[src/rtl/readcode_burst_ctrl_pkg.sv]
// Shared types and constants for the readcode line-fill burst controller.
package readcode_burst_ctrl_pkg;

  localparam int unsigned RC_BURST_LEN = 4;
  localparam int unsigned DATA_W       = 32;
  localparam int unsigned LINE_W       = DATA_W * RC_BURST_LEN;
  localparam int unsigned AVM_ADDR_W   = 30;
  localparam int unsigned BURST_W      = 3;
  localparam int unsigned IDX_W        = 2;

  typedef enum logic [1:0] {
    RC_IDLE = 2'd0,
    RC_CMD  = 2'd1,
    RC_DATA = 2'd2,
    RC_DONE = 2'd3
  } rc_state_e;

  // Dword address of the first dword of the 16-byte line holding byte_addr.
  function automatic logic [AVM_ADDR_W-1:0] line_dword_addr(input logic [31:0] byte_addr);
    return {byte_addr[31:4], 2'b00};
  endfunction

endpackage

[src/rtl/readcode_burst_ctrl_if.sv]
// Readcode request link plus Avalon-MM read port of the line-fill controller.
interface readcode_burst_ctrl_if;
  import readcode_burst_ctrl_pkg::*;

  logic                  readcode_do;
  logic [31:0]           readcode_address;
  logic                  readcode_done;
  logic [LINE_W-1:0]     readcode_line;
  logic [DATA_W-1:0]     readcode_partial;
  logic                  readcode_partial_done;
  logic [AVM_ADDR_W-1:0] avm_address;
  logic                  avm_read;
  logic [BURST_W-1:0]    avm_burstcount;
  logic                  avm_waitrequest;
  logic [DATA_W-1:0]     avm_readdata;
  logic                  avm_readdatavalid;

  // Controller side.
  modport slave (
    input  readcode_do, readcode_address,
    input  avm_waitrequest, avm_readdata, avm_readdatavalid,
    output readcode_done, readcode_line, readcode_partial, readcode_partial_done,
    output avm_address, avm_read, avm_burstcount
  );

  // Requester / memory side.
  modport master (
    output readcode_do, readcode_address,
    output avm_waitrequest, avm_readdata, avm_readdatavalid,
    input  readcode_done, readcode_line, readcode_partial, readcode_partial_done,
    input  avm_address, avm_read, avm_burstcount
  );

endinterface

[src/rtl/readcode_burst_ctrl.sv]
// Fetches one 16-byte code line as a 4-beat Avalon burst, streaming the
// requested dword and those after it as partials, then pulsing done.
module readcode_burst_ctrl
  import readcode_burst_ctrl_pkg::*;
(
  input logic                  clk,
  input logic                  rst_n,
  readcode_burst_ctrl_if.slave bus
);

  rc_state_e             state_q, state_d;
  logic [IDX_W-1:0]      cnt_q;
  logic [IDX_W-1:0]      start_idx_q;
  logic [DATA_W-1:0]     line_q [RC_BURST_LEN];
  logic [DATA_W-1:0]     partial_q;
  logic                  partial_done_q;
  logic                  done_q;
  logic                  avm_read_q;
  logic [AVM_ADDR_W-1:0] avm_address_q;
  logic [BURST_W-1:0]    avm_burstcount_q;
  logic                  start_c;
  logic                  beat_c;

  // State register.
  always_ff @(posedge clk or negedge rst_n) begin
    if (!rst_n) state_q <= RC_IDLE;
    else        state_q <= state_d;
  end

  // Next state, request capture and beat qualification.
  always_comb begin
    state_d = state_q;
    start_c = 1'b0;
    beat_c  = 1'b0;
    case (state_q)
      RC_IDLE: begin
        if (bus.readcode_do) begin
          start_c = 1'b1;
          state_d = RC_CMD;
        end
      end
      RC_CMD: begin
        beat_c = bus.avm_readdatavalid;
        if (avm_read_q && !bus.avm_waitrequest) state_d = RC_DATA;
      end
      RC_DATA: beat_c = bus.avm_readdatavalid;
      RC_DONE: state_d = RC_IDLE;
      default: state_d = RC_IDLE;
    endcase
    // Last beat of the line wins over any other transition.
    if (beat_c && (cnt_q == IDX_W'(RC_BURST_LEN - 1))) state_d = RC_DONE;
  end

  // Registered outputs, line assembly and beat counter.
  always_ff @(posedge clk or negedge rst_n) begin
    if (!rst_n) begin
      cnt_q            <= '0;
      start_idx_q      <= '0;
      avm_address_q    <= '0;
      avm_read_q       <= 1'b0;
      avm_burstcount_q <= '0;
      partial_q        <= '0;
      partial_done_q   <= 1'b0;
      done_q           <= 1'b0;
      for (int i = 0; i < RC_BURST_LEN; i++) line_q[i] <= '0;
    end else begin
      avm_read_q       <= (state_d == RC_CMD);
      avm_burstcount_q <= (state_d == RC_CMD) ? BURST_W'(RC_BURST_LEN) : '0;
      done_q           <= (state_d == RC_DONE);
      partial_done_q   <= 1'b0;
      if (start_c) begin
        avm_address_q <= line_dword_addr(bus.readcode_address);
        start_idx_q   <= bus.readcode_address[3:2];
        cnt_q         <= '0;
      end
      if (beat_c) begin
        line_q[cnt_q] <= bus.avm_readdata;
        cnt_q         <= cnt_q + IDX_W'(1);
        // Dwords before the requested one fill the line silently.
        if (cnt_q >= start_idx_q) begin
          partial_q      <= bus.avm_readdata;
          partial_done_q <= 1'b1;
        end
      end
    end
  end

  assign bus.readcode_done         = done_q;
  assign bus.readcode_line         = {line_q[3], line_q[2], line_q[1], line_q[0]};
  assign bus.readcode_partial      = partial_q;
  assign bus.readcode_partial_done = partial_done_q;
  assign bus.avm_address           = avm_address_q;
  assign bus.avm_read              = avm_read_q;
  assign bus.avm_burstcount        = avm_burstcount_q;

endmodule

[src/flat_wrapper.sv]
// flat-port wrapper written by rule: the top's interface ports become plain ports
module readcode_burst_ctrl_flat import readcode_burst_ctrl_pkg::*;
  (clk, rst_n, bus_readcode_do, bus_readcode_address, bus_avm_waitrequest, bus_avm_readdata, bus_avm_readdatavalid, bus_readcode_done, bus_readcode_line, bus_readcode_partial, bus_readcode_partial_done, bus_avm_address, bus_avm_read, bus_avm_burstcount);
  readcode_burst_ctrl_if bus_i ();
  input logic clk;
  input logic rst_n;
  input wire logic [$bits(bus_i.readcode_do)-1:0] bus_readcode_do;
  input wire logic [$bits(bus_i.readcode_address)-1:0] bus_readcode_address;
  input wire logic [$bits(bus_i.avm_waitrequest)-1:0] bus_avm_waitrequest;
  input wire logic [$bits(bus_i.avm_readdata)-1:0] bus_avm_readdata;
  input wire logic [$bits(bus_i.avm_readdatavalid)-1:0] bus_avm_readdatavalid;
  output wire logic [$bits(bus_i.readcode_done)-1:0] bus_readcode_done;
  output wire logic [$bits(bus_i.readcode_line)-1:0] bus_readcode_line;
  output wire logic [$bits(bus_i.readcode_partial)-1:0] bus_readcode_partial;
  output wire logic [$bits(bus_i.readcode_partial_done)-1:0] bus_readcode_partial_done;
  output wire logic [$bits(bus_i.avm_address)-1:0] bus_avm_address;
  output wire logic [$bits(bus_i.avm_read)-1:0] bus_avm_read;
  output wire logic [$bits(bus_i.avm_burstcount)-1:0] bus_avm_burstcount;
  assign bus_i.readcode_do = bus_readcode_do;
  assign bus_i.readcode_address = bus_readcode_address;
  assign bus_i.avm_waitrequest = bus_avm_waitrequest;
  assign bus_i.avm_readdata = bus_avm_readdata;
  assign bus_i.avm_readdatavalid = bus_avm_readdatavalid;
  assign bus_readcode_done = bus_i.readcode_done;
  assign bus_readcode_line = bus_i.readcode_line;
  assign bus_readcode_partial = bus_i.readcode_partial;
  assign bus_readcode_partial_done = bus_i.readcode_partial_done;
  assign bus_avm_address = bus_i.avm_address;
  assign bus_avm_read = bus_i.avm_read;
  assign bus_avm_burstcount = bus_i.avm_burstcount;
  readcode_burst_ctrl u_core (.clk(clk), .rst_n(rst_n), .bus(bus_i));
endmodule
[config.mk]
export PLATFORM = sky130hd
export DESIGN_NAME = readcode_burst_ctrl_flat
export DESIGN_NICKNAME = d
export VERILOG_FILES = /design/src/rtl/readcode_burst_ctrl_pkg.sv /design/src/rtl/readcode_burst_ctrl_if.sv /design/src/rtl/readcode_burst_ctrl.sv /design/src/flat_wrapper.sv
export SDC_FILE = /design/constraint.sdc
export NUM_CORES = 1
export LEC_CHECK = 0
export ABC_AREA = 1
export CORE_MARGIN = 8
export CORE_UTILIZATION = 46
export CTS_CLUSTER_SIZE = 16
export DETAILED_ROUTE_END_ITERATION = 10
export PLACE_DENSITY_LB_ADDON = 0.1
export SYNTH_ARGS = -nofsm -noshare
export SYNTH_HDL_FRONTEND = slang
export SYNTH_SLANG_ARGS = --single-unit
[constraint.sdc]
create_clock -name clk -period 1.6 [get_ports clk]
set_input_delay 0.4 -clock clk [delete_from_list [all_inputs] [get_ports clk]]
set_output_delay 0.4 -clock clk [all_outputs]
set_load 0.005 [all_outputs]
==> results.ini <==
[place]
gp_congestion=0.7846
portBuffers=258
dp_hpwl_um=15400

[power_and_ir_drop]
leakage_nw=6.094
powerDensity_nw_per_um2=1906
p_sw_mw=7.933
p_clk_frac=0.184
intPower_mw=14.39
peakVddDrop_v=0.001031
p_sw_frac=0.3553
power.share.sequential=0.377
p_total_mw=22.33
pwr-share-comb=0.439

[clocking]
htreeDepth=4
clock_path_buffers=2
cts_tree=built
root_buffer=clkbuf_16
cts_sinks=197
path_clk_slew_ns=0.07
cts_buffers=17
clock_latency_ns=0.43

[detailed_routing]
drcViolationCount=0
vias_per_cell=4.784
drt_iter0_markers=265
drt-pass1-iter-count=4
wirelength_um=23220
vias=5961
wire_per_inst_um=18.63
ant_nets=0

[timing]
fmax_mhz=631.7
timing.hold.ws_ns=0.4442
finalCriticalPeriod_ns=1.583
setup_viol=0
fin_crit_sh=0.9893
fin_tns_setup_ns=0
finClkSkew_ns=0.01172
finalMaxSlewViolations=0
hold_viol=0
rsz0062_at_grt=yes

[yosys]
syn_inst=712
syn_area_sq_um=7861
ys.warnings.count=0
synth_ff_type=dfrtp_1
synthArstFlopShare=1.000
synth-edff-count=0
synth_cell_types=22
synth_seq_cells=197
seq_area_frac_synth=0.6271
syn_avg_cell_area_sq_um=11.04

[floorplan]
io_pins=265
rows=48
start_util=0.4625
die_w_um=146.7
core_sq_um=17000
die_height_um=146.7
die_area_sq_um=21530

[critical_path]
critPathMaxFanout=8
critPathRequiredTime_ns=1.92
worst_r2r_endpoint=u_core.bus.readcode_line[60]
reg2regPathDepth=9
end_kind=register
r2r-start=u_core.state_q[1]
arrival_ns=1.90
critical_path_class=reg2reg
r2r_slack_ns=0.02
start_kind=register

[job]
drv_cap=0

[grt]
grt_first_pass_wirelength_um=33670
grt_max_degree=46
track_usage=0.1983
antenna_found_initial=0
overflow=0
grt_pass1_vias=5871

[cells_and_area]
syn2layout_area_growth_pct=48.99
nNetsFinal=1086
antennaDiodeCount=0
layout_common_cells=197 x dfrtp_1, 196 x nand2_1, 192 x dlygate4sd2_1
layout_commonest_cell=dfrtp_1
fin_util=0.6891
drive_above_1_share=0.2008

[hold_path]
hold_class=in2async

[outcome]
status=finished clean

## metal layers
layer / global-route usage / wire length [um]
met5: 0 / 0
met4: 0.06749 / 464
met3: 0.06767 / 1783
met2: 0.3127 / 11220
met1: 0.2508 / 9753
## worst max-delay path, cell delays in order, from the launching register on
cell       delay, ns
dfrtp_1         0.37
inv_2           0.06
ha_4            0.27
nand2_4         0.07
inv_8           0.10
buf_12          0.14
nand2_8         0.12
clkbuf_16       0.20
nand2_1         0.08
o21ai_2         0.06
## final cells by class
cell class / instances / area (sq um)
fillers: 1353 / 5284
flip-flops and latches: 197 / 4930
repair buffers: 315 / 3242
multi-input cells: 431 / 2507
clock buffers: 19 / 452.9
well taps: 225 / 281.5
inverters: 46 / 180.2
clock inverters: 13 / 118.9
## kinds of logic (layout without fill, tap and decap cells)
family | Yosys count | count (layout) | synth area share
and+or+nand+nor | 253 | 255 | 0.1324
DFF | 197 | 197 | 0.6271
AOI/OAI and AO/OA | 134 | 134 | 0.1159
muxes | 29 | 29 | 0.04154
buffers and inverters | 89 | 393 | 0.06828
other | 1 | 4 | 0.0004770
adders and majority gates | 9 | 9 | 0.01432
## flip-flops by register name (all words and copies together) (netlist names)
signal / cells
u_core.bus.avm_address: 28
u_core.bus.avm_burstcount: 1
u_core.bus.readcode_done: 1
u_core.bus.readcode_line: 128
u_core.bus.readcode_partial: 32
u_core.bus.readcode_partial_done: 1
u_core.cnt_q: 2
u_core.start_idx_q: 2
u_core.state_q: 2
## timing repair
item | CTS | global route
setup endpoints to repair | 192 | 143
hold buffers | 1 | 0
pin swaps | 0 | 1
cloned | 0 | 17
resized for setup | 192 | 39
endpoints found under the hold margin | 27 | 0
buffers inserted | 9 | 1
## worst max path at each step
stage / start / endpoint / slack [ns] / depth (start not counted)
2_1_floorplan: u_core.state_q[1] / u_core.bus.avm_burstcount[2] / 0.15 / 9
3_3_place_gp: bus_avm_readdatavalid / u_core.bus.readcode_line[58] / -0.13 / 8
3_5_place_dp: bus_avm_readdatavalid / u_core.bus.readcode_line[49] / -0.16 / 8
4_1_cts: u_core.state_q[0] / u_core.bus.readcode_done / 0.02 / 9
5_1_grt: u_core.state_q[0] / u_core.bus.readcode_line[45] / -0.04 / 9
6_report: u_core.state_q[1] / u_core.bus.readcode_line[60] / 0.02 / 9
## power groups by stage
stage | Combinational [mW] | Clock, mW | Sequential (mW)
after global placement | 10.2 | 0 | 8.49
after detailed placement | 10.4 | 0 | 8.54
after floorplan | 4.08 | 0 | 8.67
after global routing | 10.9 | 4.38 | 8.69
after CTS | 9.10 | 4.17 | 8.39
final | 9.80 | 4.10 | 8.42
## per-stage QoR
stage	setup slack (ns)	cells	cell area (sq um)
final	0.01704	1246	11710
after global routing	-0.03567	1246	11710
after CTS	0.02022	1228	11190
after detailed placement	-0.1598	1186	10780
after global placement	-0.1273	1186	10780
after floorplan	0.1471	715	7873
## Yosys cell counts (6+ instances only)
library cell    n  share of area
mux2_2         28          0.040
dfrtp_1       197           0.63
clkbuf_1        6         0.0029
inv_1          45          0.021
nor2_1          6         0.0029
o21ai_0        64          0.041
nand3_1        35          0.022
buf_4           9         0.0086
o21ai_2        64          0.071
ha_1            9          0.014
buf_2           8         0.0051
nand2_1       206          0.098
buf_6          19          0.027
Power figures use the tool's default switching activity.
